**config.mk**
```make
export PLATFORM = sky130hd
export DESIGN_NAME = text_mode_gen
export DESIGN_NICKNAME = d
export VERILOG_FILES = /design/src/rtl/text_mode_gen.sv
export SDC_FILE = /design/constraint.sdc
export NUM_CORES = 1
export LEC_CHECK = 0
export CAP_MARGIN = 20
export CELL_PAD_IN_SITES_DETAIL_PLACEMENT = 1
export CELL_PAD_IN_SITES_GLOBAL_PLACEMENT = 1
export CORE_ASPECT_RATIO = 1.2
export CORE_MARGIN = 3
export CORE_UTILIZATION = 44
export DETAILED_ROUTE_END_ITERATION = 12
export PLACE_DENSITY = 0.83
export SLEW_MARGIN = 20
export SYNTH_ARGS = -nofsm -noshare
export SYNTH_HDL_FRONTEND = slang
export SYNTH_SLANG_ARGS = --single-unit
```
**constraint.sdc**
```tcl
create_clock -name I_pxl_clk -period 4 [get_ports I_pxl_clk]
set_input_delay 1.2 -clock I_pxl_clk [delete_from_list [all_inputs] [get_ports I_pxl_clk]]
set_output_delay 1.2 -clock I_pxl_clk [all_outputs]
set_load 0.005 [all_outputs]
```
**src/rtl/text_mode_gen.sv**
```systemverilog
// Character-cell text generator: turns DE/HS/VS timing into RGB using an
// external char/attr RAM and font ROM, with palette, cursor and blink.
module text_mode_gen #(
    parameter int   COLS         = 80,
    parameter int   ROWS         = 30,
    parameter int   CHAR_H       = 16,
    parameter int   SCALE_LOG2   = 1,
    parameter int   ADDR_W       = 12,
    parameter int   RAM_LAT      = 1,
    parameter int   FONT_LAT     = 1,
    parameter int   BLINK_FRAMES = 16,
    parameter logic VS_POL       = 1'b1,
    localparam int  GROW_W       = $clog2(CHAR_H)
) (
    input  logic                  I_pxl_clk,
    input  logic                  I_rst_n,
    input  logic                  I_de,
    input  logic                  I_hs,
    input  logic                  I_vs,
    input  logic                  I_blink_mode,
    input  logic                  I_cursor_en,
    input  logic [6:0]            I_cursor_col,
    input  logic [5:0]            I_cursor_row,
    output logic [ADDR_W-1:0]     O_char_addr,
    input  logic [7:0]            I_char_data,
    input  logic [7:0]            I_attr_data,
    output logic [8+GROW_W-1:0]   O_font_addr,
    input  logic [7:0]            I_font_data,
    output logic                  O_de,
    output logic                  O_hs,
    output logic                  O_vs,
    output logic [7:0]            O_r,
    output logic [7:0]            O_g,
    output logic [7:0]            O_b
);

    // Counters are one bit wider than the visible grid so a saturated value
    // always lands outside it (border) instead of wrapping back into text.
    localparam int PX_W  = $clog2((COLS * 8) << SCALE_LOG2) + 1;
    localparam int PY_W  = $clog2((ROWS * CHAR_H) << SCALE_LOG2) + 1;
    localparam int GX_W  = PX_W - SCALE_LOG2;
    localparam int GY_W  = PY_W - SCALE_LOG2;
    localparam int BLK_W = $clog2(BLINK_FRAMES + 1);
    localparam int L     = 3 + RAM_LAT + FONT_LAT;

    typedef struct packed {
        logic              de;
        logic              in_grid;
        logic [2:0]        bt;
        logic [GROW_W-1:0] grow;
        logic              hit;
        logic              phase;
        logic              bmode;
    } side_t;

    typedef struct packed {
        logic       de;
        logic       in_grid;
        logic [2:0] bt;
        logic       hide;
        logic       hit;
        logic [3:0] fg;
        logic [3:0] bg;
    } glyph_t;

    logic [PX_W-1:0]  px_q, px_d;
    logic [PY_W-1:0]  py_q, py_d;
    logic             de_prev_q, vs_prev_q, vs_start;
    logic [BLK_W-1:0] blk_cnt_q, blk_cnt_d;
    logic             phase_q, phase_d;

    logic [GX_W-1:0]          gx;
    logic [GY_W-1:0]          gy;
    logic [GX_W-4:0]          col;
    logic [2:0]               bt;
    logic [GY_W-GROW_W-1:0]   row;
    logic [GROW_W-1:0]        grow;
    logic                     in_grid, hit;
    logic [ADDR_W-1:0]        addr_d;

    side_t  [RAM_LAT:0]  side_q;
    glyph_t [FONT_LAT:0] gly_q;
    glyph_t              gly_d, gs;
    logic [L-1:0][2:0]   tim_q;

    logic       pix;
    logic [3:0] idx;
    logic [7:0] hi, r_d, g_d, b_d;

    assign vs_start = (I_vs == VS_POL) && (vs_prev_q != VS_POL);

    // Position counters and frame-based blink timer; VS clear beats the DE-fall increment
    always_comb begin
        px_d = '0;
        if (I_de) px_d = (&px_q) ? px_q : px_q + 1'b1;
        py_d = py_q;
        if (vs_start)                                 py_d = '0;
        else if (de_prev_q && !I_de && !(&py_q))      py_d = py_q + 1'b1;
        blk_cnt_d = blk_cnt_q;
        phase_d   = phase_q;
        if (vs_start) begin
            if (blk_cnt_q == BLK_W'(BLINK_FRAMES - 1)) begin
                blk_cnt_d = '0;
                phase_d   = ~phase_q;
            end else begin
                blk_cnt_d = blk_cnt_q + 1'b1;
            end
        end
    end

    // Grid coordinates, cell address and cursor hit for the incoming pixel
    always_comb begin
        gx      = px_q[PX_W-1:SCALE_LOG2];
        gy      = py_q[PY_W-1:SCALE_LOG2];
        col     = gx[GX_W-1:3];
        bt      = gx[2:0];
        row     = gy[GY_W-1:GROW_W];
        grow    = gy[GROW_W-1:0];
        in_grid = (32'(col) < 32'(COLS)) && (32'(row) < 32'(ROWS));
        hit     = I_cursor_en && (32'(col) == 32'(I_cursor_col)) &&
                  (32'(row) == 32'(I_cursor_row)) &&
                  (32'(grow) >= 32'(CHAR_H - 2)) && phase_q;
        addr_d  = in_grid ? ADDR_W'(32'(row) * 32'(COLS) + 32'(col)) : '0;
    end

    // Attribute decode once char/attr data is back from RAM
    always_comb begin
        gly_d         = '0;
        gly_d.de      = side_q[RAM_LAT].de;
        gly_d.in_grid = side_q[RAM_LAT].in_grid;
        gly_d.bt      = side_q[RAM_LAT].bt;
        gly_d.hit     = side_q[RAM_LAT].hit;
        gly_d.fg      = I_attr_data[3:0];
        gly_d.bg      = side_q[RAM_LAT].bmode ? {1'b0, I_attr_data[6:4]} : I_attr_data[7:4];
        gly_d.hide    = side_q[RAM_LAT].bmode && I_attr_data[7] && side_q[RAM_LAT].phase;
    end

    // Glyph pixel select, blink/cursor, palette lookup and border blanking
    always_comb begin
        gs  = gly_q[FONT_LAT];
        pix = I_font_data[3'd7 - gs.bt];
        if (gs.hide) pix = 1'b0;
        if (gs.hit)  pix = ~pix;
        idx = pix ? gs.fg : gs.bg;
        hi  = idx[3] ? 8'h55 : 8'h00;
        r_d = (idx[2] ? 8'hAA : 8'h00) + hi;
        g_d = (idx[1] ? 8'hAA : 8'h00) + hi;
        b_d = (idx[0] ? 8'hAA : 8'h00) + hi;
        if (idx == 4'd6) g_d = 8'h55;
        if (!(gs.de && gs.in_grid)) begin
            r_d = '0;
            g_d = '0;
            b_d = '0;
        end
    end

    // Counter, edge-detect and blink state registers
    always_ff @(posedge I_pxl_clk or negedge I_rst_n) begin
        if (!I_rst_n) begin
            px_q      <= '0;
            py_q      <= '0;
            de_prev_q <= 1'b0;
            vs_prev_q <= VS_POL;
            blk_cnt_q <= '0;
            phase_q   <= 1'b0;
        end else begin
            px_q      <= px_d;
            py_q      <= py_d;
            de_prev_q <= I_de;
            vs_prev_q <= I_vs;
            blk_cnt_q <= blk_cnt_d;
            phase_q   <= phase_d;
        end
    end

    // Fetch pipeline: side info rides alongside the RAM and ROM reads
    always_ff @(posedge I_pxl_clk or negedge I_rst_n) begin
        if (!I_rst_n) begin
            O_char_addr <= '0;
            O_font_addr <= '0;
            side_q      <= '0;
            gly_q       <= '0;
        end else begin
            O_char_addr <= addr_d;
            side_q[0]   <= {I_de, in_grid, bt, grow, hit, phase_q, I_blink_mode};
            for (int i = 1; i <= RAM_LAT; i++) side_q[i] <= side_q[i-1];
            O_font_addr <= {I_char_data, side_q[RAM_LAT].grow};
            gly_q[0]    <= gly_d;
            for (int i = 1; i <= FONT_LAT; i++) gly_q[i] <= gly_q[i-1];
        end
    end

    // Output colour and timing delayed by the full pipeline depth
    always_ff @(posedge I_pxl_clk or negedge I_rst_n) begin
        if (!I_rst_n) begin
            O_r   <= '0;
            O_g   <= '0;
            O_b   <= '0;
            tim_q <= '0;
        end else begin
            O_r   <= r_d;
            O_g   <= g_d;
            O_b   <= b_d;
            tim_q <= {tim_q[L-2:0], {I_de, I_hs, I_vs}};
        end
    end

    assign {O_de, O_hs, O_vs} = tim_q[L-1];

endmodule
```
==> impl_metrics.csv <==
group,metric,value,unit
cts,clock-sinks,124,
timing,max_slew_margin,56.7,%
logic_synthesis,synth_area_per_cell,13.2,um2
floorplanning,fp.dieW,102,um
logic_synthesis,syn_area,4840,um2
critical_path,crit_path_cell_trace,"clkdlybuf4s50_1 > mux4_1 > mux2i_4 > o21ai_1 > a221oi_2 > a311oi_2",
logic_synthesis,ys_async_sr_fraction,100,%
global_routing,grt_max_degree,125,
floorplanning,initial_core_util,45.6,%
final_layout,antenna_cells,0,
logic_synthesis,postSynthCellCount,368,
pwr,leakage,2.89,nW
final_layout,layout-drive-gt1-share,8.94,%
logic_synthesis,yosys.area_share.simple,11.4,%
pwr,ir_worst_vdd,0.255,mV
final_layout,syn2layout_area_growth,32.4,%
logic_synthesis,syn_nets,429,
detailed_routing,wire_per_inst,18.3,um
logic_synthesis,synth_edf_count,0,
critical_path,cp_slowest_cell,"mux4_1",
global_routing,grt_pass1_wl,18.0,mm
global_routing,track_usage,19.5,%
final_layout,final_cell_mix,"dfrtp_1, clkdlybuf4s50_1, nor2_1, xnor2_1, nand2_1",
logic_synthesis,synth_top_cell_by_area,"dfrtp_1",
detailed_routing,initialDrtViolationCount,123,
logic_synthesis,synth_top_area_share,63.6,%
final_layout,nFillCells,1042,
global_routing,grt_pass1_vias,3542,
detailed_routing,drc_errors,0,
logic_synthesis,synth-compound-area-share,6.36,%
critical_path,critical_path_class,"primary input to flip-flop",
critical_path,crit_family,"multiplexers",
pwr,powerDensity,498,nW/um2
cts,cts_tree,"done",
logic_synthesis,synth_top_flop_cell,"dfrtp_1",
timing,clock_skew,0.00714,ns
global_routing,grt-ovfl-total,0,
logic_synthesis,ys_types,48,
timing,fin_crit_sh,69.2,%
logic_synthesis,yosysWarnings,0,
final_layout,layout_commonest_cell,"dfrtp_1",
cts,post_cts_resized,0,
timing,tightest_slew,0.650,ns
critical_path,cp.required,4.25,ns
timing,setup_tns,0,ns
timing,maxSlewViolCount,0,
timing,hold_violations,0,
logic_synthesis,ys_top_cells_by_area,"dfrtp_1, xnor2_1, ha_1",
timing,fmax,0.361,GHz
cts,cts_buffers,17,
outcome,status,"complete, no violations",
timing,grt_setup_unrepaired,"false",
critical_path,crit_fanout,6,
pwr,power,3.19,mW
cts,postCtsHoldBufs,0,
floorplanning,fp.dieH,121,um
cts,h-tree-depth,4,
detailed_routing,via_per_inst,5.23,
floorplanning,dieArea,12300,um2
critical_path,critPathBufInv,1,
detailed_routing,drtAntennaViolNets,0,
cts,clk_latency,0.41,ns
min_path,hp-class,"flip-flop to flip-flop",
floorplanning,fp-row-count,41,
timing,setup_viol,0,
flow_run,cap_violations,0,
placed_design,hpwl,7.42,mm
logic_synthesis,synth_top_family_by_area,"simple AND/OR/NAND/NOR gates",
cts,path_clk_slew,0.05,ns
critical_path,critPathMaxStageDelay,0.56,ns
timing,period_minus_slack,2.77,ns
final_layout,fin_nets,518,
critical_path,crit_arrival,3.02,ns
detailed_routing,routed_wl,10.9,mm
logic_synthesis,yosys-mux-area-fraction,1.96,%
logic_synthesis,yosysSeqAreaShare,64.1,%
cts,cts_setup_buffers,0,
detailed_routing,dr.pass1.iters,4,
placed_design,gp_congestion,0.779,
critical_path,start_kind,"primary input",
cts,clk_path_buf_depth,2,
floorplanning,coreArea,10600,um2
logic_synthesis,synth_adder_area_share,4.71,%
placed_design,buffer_ports.inserted,94,
logic_synthesis,ys_ff_latch,124,
detailed_routing,vias,3131,
cts,cts_root_buf,"clkbuf_16",
critical_path,endpoint_kind,"flip-flop",
global_routing,antenna_found_initial,0,
logic_synthesis,synth_xor_area_share,7.06,%
floorplanning,io_pins,95,
[sequential cells by signal, indices dropped and copies added, names as in the netlist, 2 cells and up]
signal / count
py_q: 11
gly_d: 6
tim_q: 8
O_char_addr: 12
blk_cnt_q: 5
O_g: 2
O_font_addr: 12
side_q: 18
px_q: 12
gly_q: 30
O_b: 2
[routing by layer]
| layer | wire (um) | global-route usage (%) | share of wire [%] | vias up |
|---|---|---|---|---|
| li1 | - | - | - | 1429 |
| met1 | 4030 | 21.0 | 37 | 1565 |
| met2 | 5980 | 34.7 | 55 | 113 |
| met3 | 608 | 6.10 | 5.6 | 24 |
| met4 | 319 | 8.40 | 2.9 | 0 |
| met5 | 0 | 0 | 0 | - |
[per-stage QoR]
stage	utilization, %	cells	setup WS, ns	hold WS [ns]	instance area, um2
2_1_floorplan	-	368	1.43	0.331	4840
3_3_place_gp	54.5	567	0.968	0.332	5790
3_5_place_dp	54.5	567	0.856	0.336	5790
4_1_cts	60.3	599	1.27	0.348	6410
5_1_grt	60.3	599	1.16	0.352	6410
6_report	60.3	599	1.23	0.346	6410
[where the power goes]
group | total (mW) | switching, mW | internal, mW | leakage (nW)
Combinational | 0.238 | 0.102 | 0.136 | 1.02
Clock | 1.57 | 0.575 | 0.990 | 0.287
Sequential | 1.39 | 0.0588 | 1.33 | 1.59
Total | 3.19 | 0.736 | 2.46 | 2.89
[cells by family after synthesis]
family | after synthesis
buffers and inverters | 35
AO/OA/AOI/OAI | 42
AND/OR/NAND/NOR | 106
multiplexers | 5
flip-flops | 124
adder cells (fa/ha/maj) | 17
XOR/XNOR | 39
[layout make-up]
cell class	count	area, um2	area share, %
clock inverters	15	190	2.97
flip-flops and latches	124	3100	48.5
repair buffers	96	966	15.1
inverters	9	33.8	0.527
clock buffers	17	425	6.64
well taps	129	161	2.52
multi-input cells	209	1530	23.8
[cell usage after synthesis, drive strengths merged, types with 3 or more instances]
cell	number
and3	5
ha	15
and2	13
o21ai	9
nor2b	7
a21oi	10
and4	4
xnor2	23
xor2	16
nand3	11
nor2	23
mux2i	3
nor3	6
nand2	18
buf	20
a21o	4
dfrtp	123
clkbuf	6
inv	9
nand4	12
[worst register-to-register path: cells and delay by family (launching register included)]
kind | cells | cell delay [ns]
AO/OA/AOI/OAI | 2 | 0.35
adder cells (fa/ha/maj) | 3 | 1.00
buffers and inverters | 1 | 0.08
flip-flops | 1 | 0.57
AND/OR/NAND/NOR | 1 | 0.42
[worst paths after layout]
| path | end | start | slack [ns] | depth (start not counted) |
|---|---|---|---|---|
| min | gly_d[11] | side_q[8] | 0.35 | 0 |
| min reg2reg | gly_d[11] | side_q[8] | 0.35 | 0 |
| max | O_g[6] | I_font_data[5] | 1.23 | 6 |
| min in group asynchronous | O_char_addr[11] | I_rst_n | 0.84 | 2 |
| max in group asynchronous | gly_d[11] | I_rst_n | 2.65 | 2 |
| max reg2reg | O_char_addr[11] | py_q[6] | 1.51 | 7 |
No activity file was read; power rests on OpenSTA's default activity.
==> RTL change 1, RTL diff (config.mk and constraints unchanged) <==
Compare `blk_cnt_q` against `BLK_W'(BLINK_FRAMES - 1)` with >= in place of ==.
--- a/src/rtl/text_mode_gen.sv
+++ b/src/rtl/text_mode_gen.sv
@@ -100,5 +100,5 @@
         phase_d   = phase_q;
         if (vs_start) begin
-            if (blk_cnt_q == BLK_W'(BLINK_FRAMES - 1)) begin
+            if (blk_cnt_q >= BLK_W'(BLINK_FRAMES - 1)) begin
                 blk_cnt_d = '0;
                 phase_d   = ~phase_q;
Formal check against the unedited RTL: no difference found for any inputs over 10 cycles, from zero or initial values and one cycle with I_rst_n low; that may be too few to reach the edited logic, so the function may still have changed.
==> RTL change 1 against the original RTL <==
Sequential cell count unchanged. Synthesized cell count increased by 0.82%. Critical endpoint unchanged. Final area increased by 0.49%. Wire length increased by 1.4%. Maximum frequency decreased by 2.8%. Setup slack got worse by 0.080 ns. Power increased by 3.4%. Count of clock-buffer cells in the layout increased by 3. Non-clock buffer count increased by 2. Critical path depth unchanged. Synthesized area increased by 0.49%.
==> RTL change 1: results (changes against the original RTL) <==
P_leak -> 2.90 nW (+0.30%)
Yosys cell types -> 54 (+13%)
Synth Area in Adders -> 4.94% (+0.23 points)
worst vdd ir -> 0.000273 V (+7.2%)
post-synthesis mux area share -> 2.19% (+0.22 points)
GRT Overall Usage -> 19.7% (+0.16 points)
register area share after synthesis -> 63.8% (-0.31 points)
placed insts -> 572 (+0.88%)
hpwl dp -> 7330 um (-1.3%)
Synth Area in Compound Gates -> 6.53% (+0.17 points)
ranking of synthesized cells by area -> dfrtp_1, xnor2_1, ha_1
Slowest Stage Delay on Critical Path -> 0.54 ns (-0.02 ns)
Slew HR -> 52.3% (-4.4 points)
layout cells sized above 1 -> 9.26% (+0.33 points)
Synth Area in XOR/XNOR -> 6.48% (-0.57 points)
Min-Delay Startpoint -> side_q[4]
run status -> completed
crit path DAT -> 3.09 ns (+0.07 ns)
crit path from -> I_font_data[7]
vias in the first global route -> 3619 (+2.2%)
Synthesized Nets -> 433 (+0.93%)
DRT iter0 DRCs -> 140 (+14%)
Synth top cells by count -> dfrtp_1, nor2_1, xnor2_1
clock skew -> 0.00763 ns (+0.000493 ns)
Final #Nets -> 524 (+1.2%)
## RTL change 1: cell types whose count changed after synthesis, moves of 2 or more
| cell | delta |
|---|---|
| clkbuf_1 | -2 |
| o31ai_1 | +2 |
| o21ai_0 | +3 |
| and3_1 | -2 |
| a41oi_1 | +2 |
| xor2_1 | -4 |
| and4_1 | -3 |
| or3_1 | +2 |
| nand4_1 | -5 |
## RTL change 1: final timing paths
check,end,slack (ns)
worst max-delay path,O_g[6],1.15
worst min-delay path,side_q[16],0.34
worst max register to register,O_char_addr[11],1.56
worst min register to register,side_q[16],0.34
max in group asynchronous,side_q[5],2.38
min in group asynchronous,O_char_addr[8],0.82
## RTL change 1: area by class of cell
cell class / instances / area [sq um]
Timing Repair Buffer: 98 / 981
Tap cell: 129 / 161
Clock buffer: 20 / 447
Fill cell: 1055 / 4230
Multi-Input combinational cell: 213 / 1540
Sequential cell: 124 / 3100
Clock inverter: 12 / 170
Inverter: 8 / 30.0
## RTL change 1: cells by family after synthesis
family,count (synthesis)
DFF,124
adders and majority gates,18
AOI/OAI and AO/OA,46
xor gates and xnor gates,36
and+or+nand+nor,107
muxes,6
buffers and inverters,34
## RTL change 1: where the power goes
part           internal (mW)  leakage (nW)  switching [mW]
Clock                   1.05         0.304           0.543
Sequential              1.35          1.59          0.0684
Combinational          0.157          1.01           0.130
Total                   2.56          2.90           0.741
## RTL change 1: routing by layer
layer / vias to the layer above / share of wire [%] / GRT usage [%]
met5: - / 0 / 0
met4: 0 / 1.5 / 6.23
met3: 16 / 6.2 / 7.13
met2: 107 / 54 / 35.0
met1: 1620 / 38 / 21.6
li1: 1443 / - / -
==> RTL change 2, RTL diff (config.mk and constraints unchanged) <==
Made on the original files. `VS_POL`: 1'b1 -> 1'b0.
--- a/src/rtl/text_mode_gen.sv
+++ b/src/rtl/text_mode_gen.sv
@@ -10,5 +10,5 @@
     parameter int   FONT_LAT     = 1,
     parameter int   BLINK_FRAMES = 16,
-    parameter logic VS_POL       = 1'b1,
+    parameter logic VS_POL       = 1'b0,
     localparam int  GROW_W       = $clog2(CHAR_H)
 ) (
Check against the original RTL: not equivalent (Yosys sat finds a counterexample within 10 cycles, from zero or initial values and one cycle with I_rst_n low).
==> RTL change 2 against the original RTL <==
Wire length down 2.8%. Synthesized area down 0.54%. Setup slack better by 0.020 ns. Maximum frequency up 0.74%. Sequential cell count down 1. Via count up 0.22%. Power up 2.2%. Clock skew down 0.0010 ns. Final area up 0.16%. Critical path depth unchanged. Critical endpoint is now py_q[9]. Largest power group unchanged.
==> RTL change 2: results (changes against the original RTL) <==
# diodes -> 0 (unchanged)
ys flop type -> dfrtp_1
crit path DAT -> 3.07 ns (+0.05 ns)
Synth top cells by count -> dfrtp_1, nor2_1, xnor2_1
Synthesized Nets -> 428 (-0.23%)
slowest CP cell -> clkdlybuf4s50_1
syn avg cell area -> 13.1 sq um (-0.27%)
layout cells sized above 1 -> 8.49% (-0.44 points)
Yosys cell types -> 47 (-2.1%)
vias in the first global route -> 3487 (-1.6%)
crit path from -> I_de
Final #Nets -> 519 (+0.19%)
Final Cycle Share -> 68.7% (-0.51 points)
Num CTS Buffers -> 17 (unchanged)
run status -> completed
DR WL/cell -> 17.7 um (-3.0%)
worst setup path endpoint -> py_q[9]
ranking of synthesized cells by area -> dfrtp_1, xnor2_1, ha_1
P_leak -> 2.92 nW (+0.97%)
ys async rst share -> 100% (unchanged)
Final GP Congestion -> 0.835 (+7.2%)
Min-Delay Startpoint -> gly_q[1]
r2r setup slk -> 1.56 ns (+0.05 ns)
worst vdd ir -> 0.000231 V (-9.3%)
Post-Layout Cell Count -> 600 (+0.17%)
remaining global-route overflow -> 0 (unchanged)
post-cts sizing count -> 0 (unchanged)
Slew HR -> 43.7% (-13 points)
initial antenna violation count -> 0 (unchanged)
Min Hold Slack -> 0.342 ns (-0.00356 ns)
Slowest Stage Delay on Critical Path -> 0.69 ns (+0.13 ns)
clk buf depth -> 2 (unchanged)
Placed Area -> 5770 sq um (-0.41%)
top flop regs -> gly_q x30, side_q x18
GRT Overall Usage -> 18.9% (-0.61 points)
hpwl dp -> 7360 um (-0.92%)
class of the worst hold path -> flop to flop
first-pass GRT wire length -> 17500 um (-2.7%)
routed via count -> 3138 (+0.22%)
WHS Endpoint -> gly_q[16]
worst slack at placement -> 0.875 ns (+0.0189 ns)
cell family with most CP delay -> buffers and inverters
DRT iter0 DRCs -> 153 (+24%)
CP max FO -> 14 (+8)
register area share after synthesis -> 63.9% (-0.20 points)
clock skew -> 0.00611 ns (-0.00103 ns)
largest net degree at the start of global routing -> 69 (-45%)
placed insts -> 568 (+0.18%)
-- RTL change 2: final cells by class --
type / instances / area (sq um)
clock inverter: 6 / 130
timing repair buffer: 98 / 968
sequential: 123 / 3080
clock buffer: 26 / 519
inverter: 9 / 33.8
fill: 1058 / 4200
multi-input combinational: 209 / 1530
tap: 129 / 161
-- RTL change 2: per-layer routing --
metal	track usage, %	vias up	share of wire, %	wire length, um
met5	0	-	0	0
met4	6.82	0	1.7	180
met3	6.00	19	5.0	532
met2	33.4	101	54	5790
met1	21.1	1586	39	4130
li1	-	1432	-	-
-- RTL change 2: cells by family after synthesis --
group                    synth area share (%)
AND/OR/NAND/NOR                          11.5
AO/OA/AOI/OAI                            6.39
multiplexers                             1.98
flip-flops                               63.9
XOR/XNOR                                 7.10
buffers and inverters                    4.37
adder cells (fa/ha/maj)                  4.73
-- RTL change 2: power by group --
group | switching [mW] | leakage [nW] | internal, mW
combinational | 0.101 | 1.02 | 0.136
clock | 0.506 | 0.321 | 1.14
sequential | 0.0589 | 1.58 | 1.32
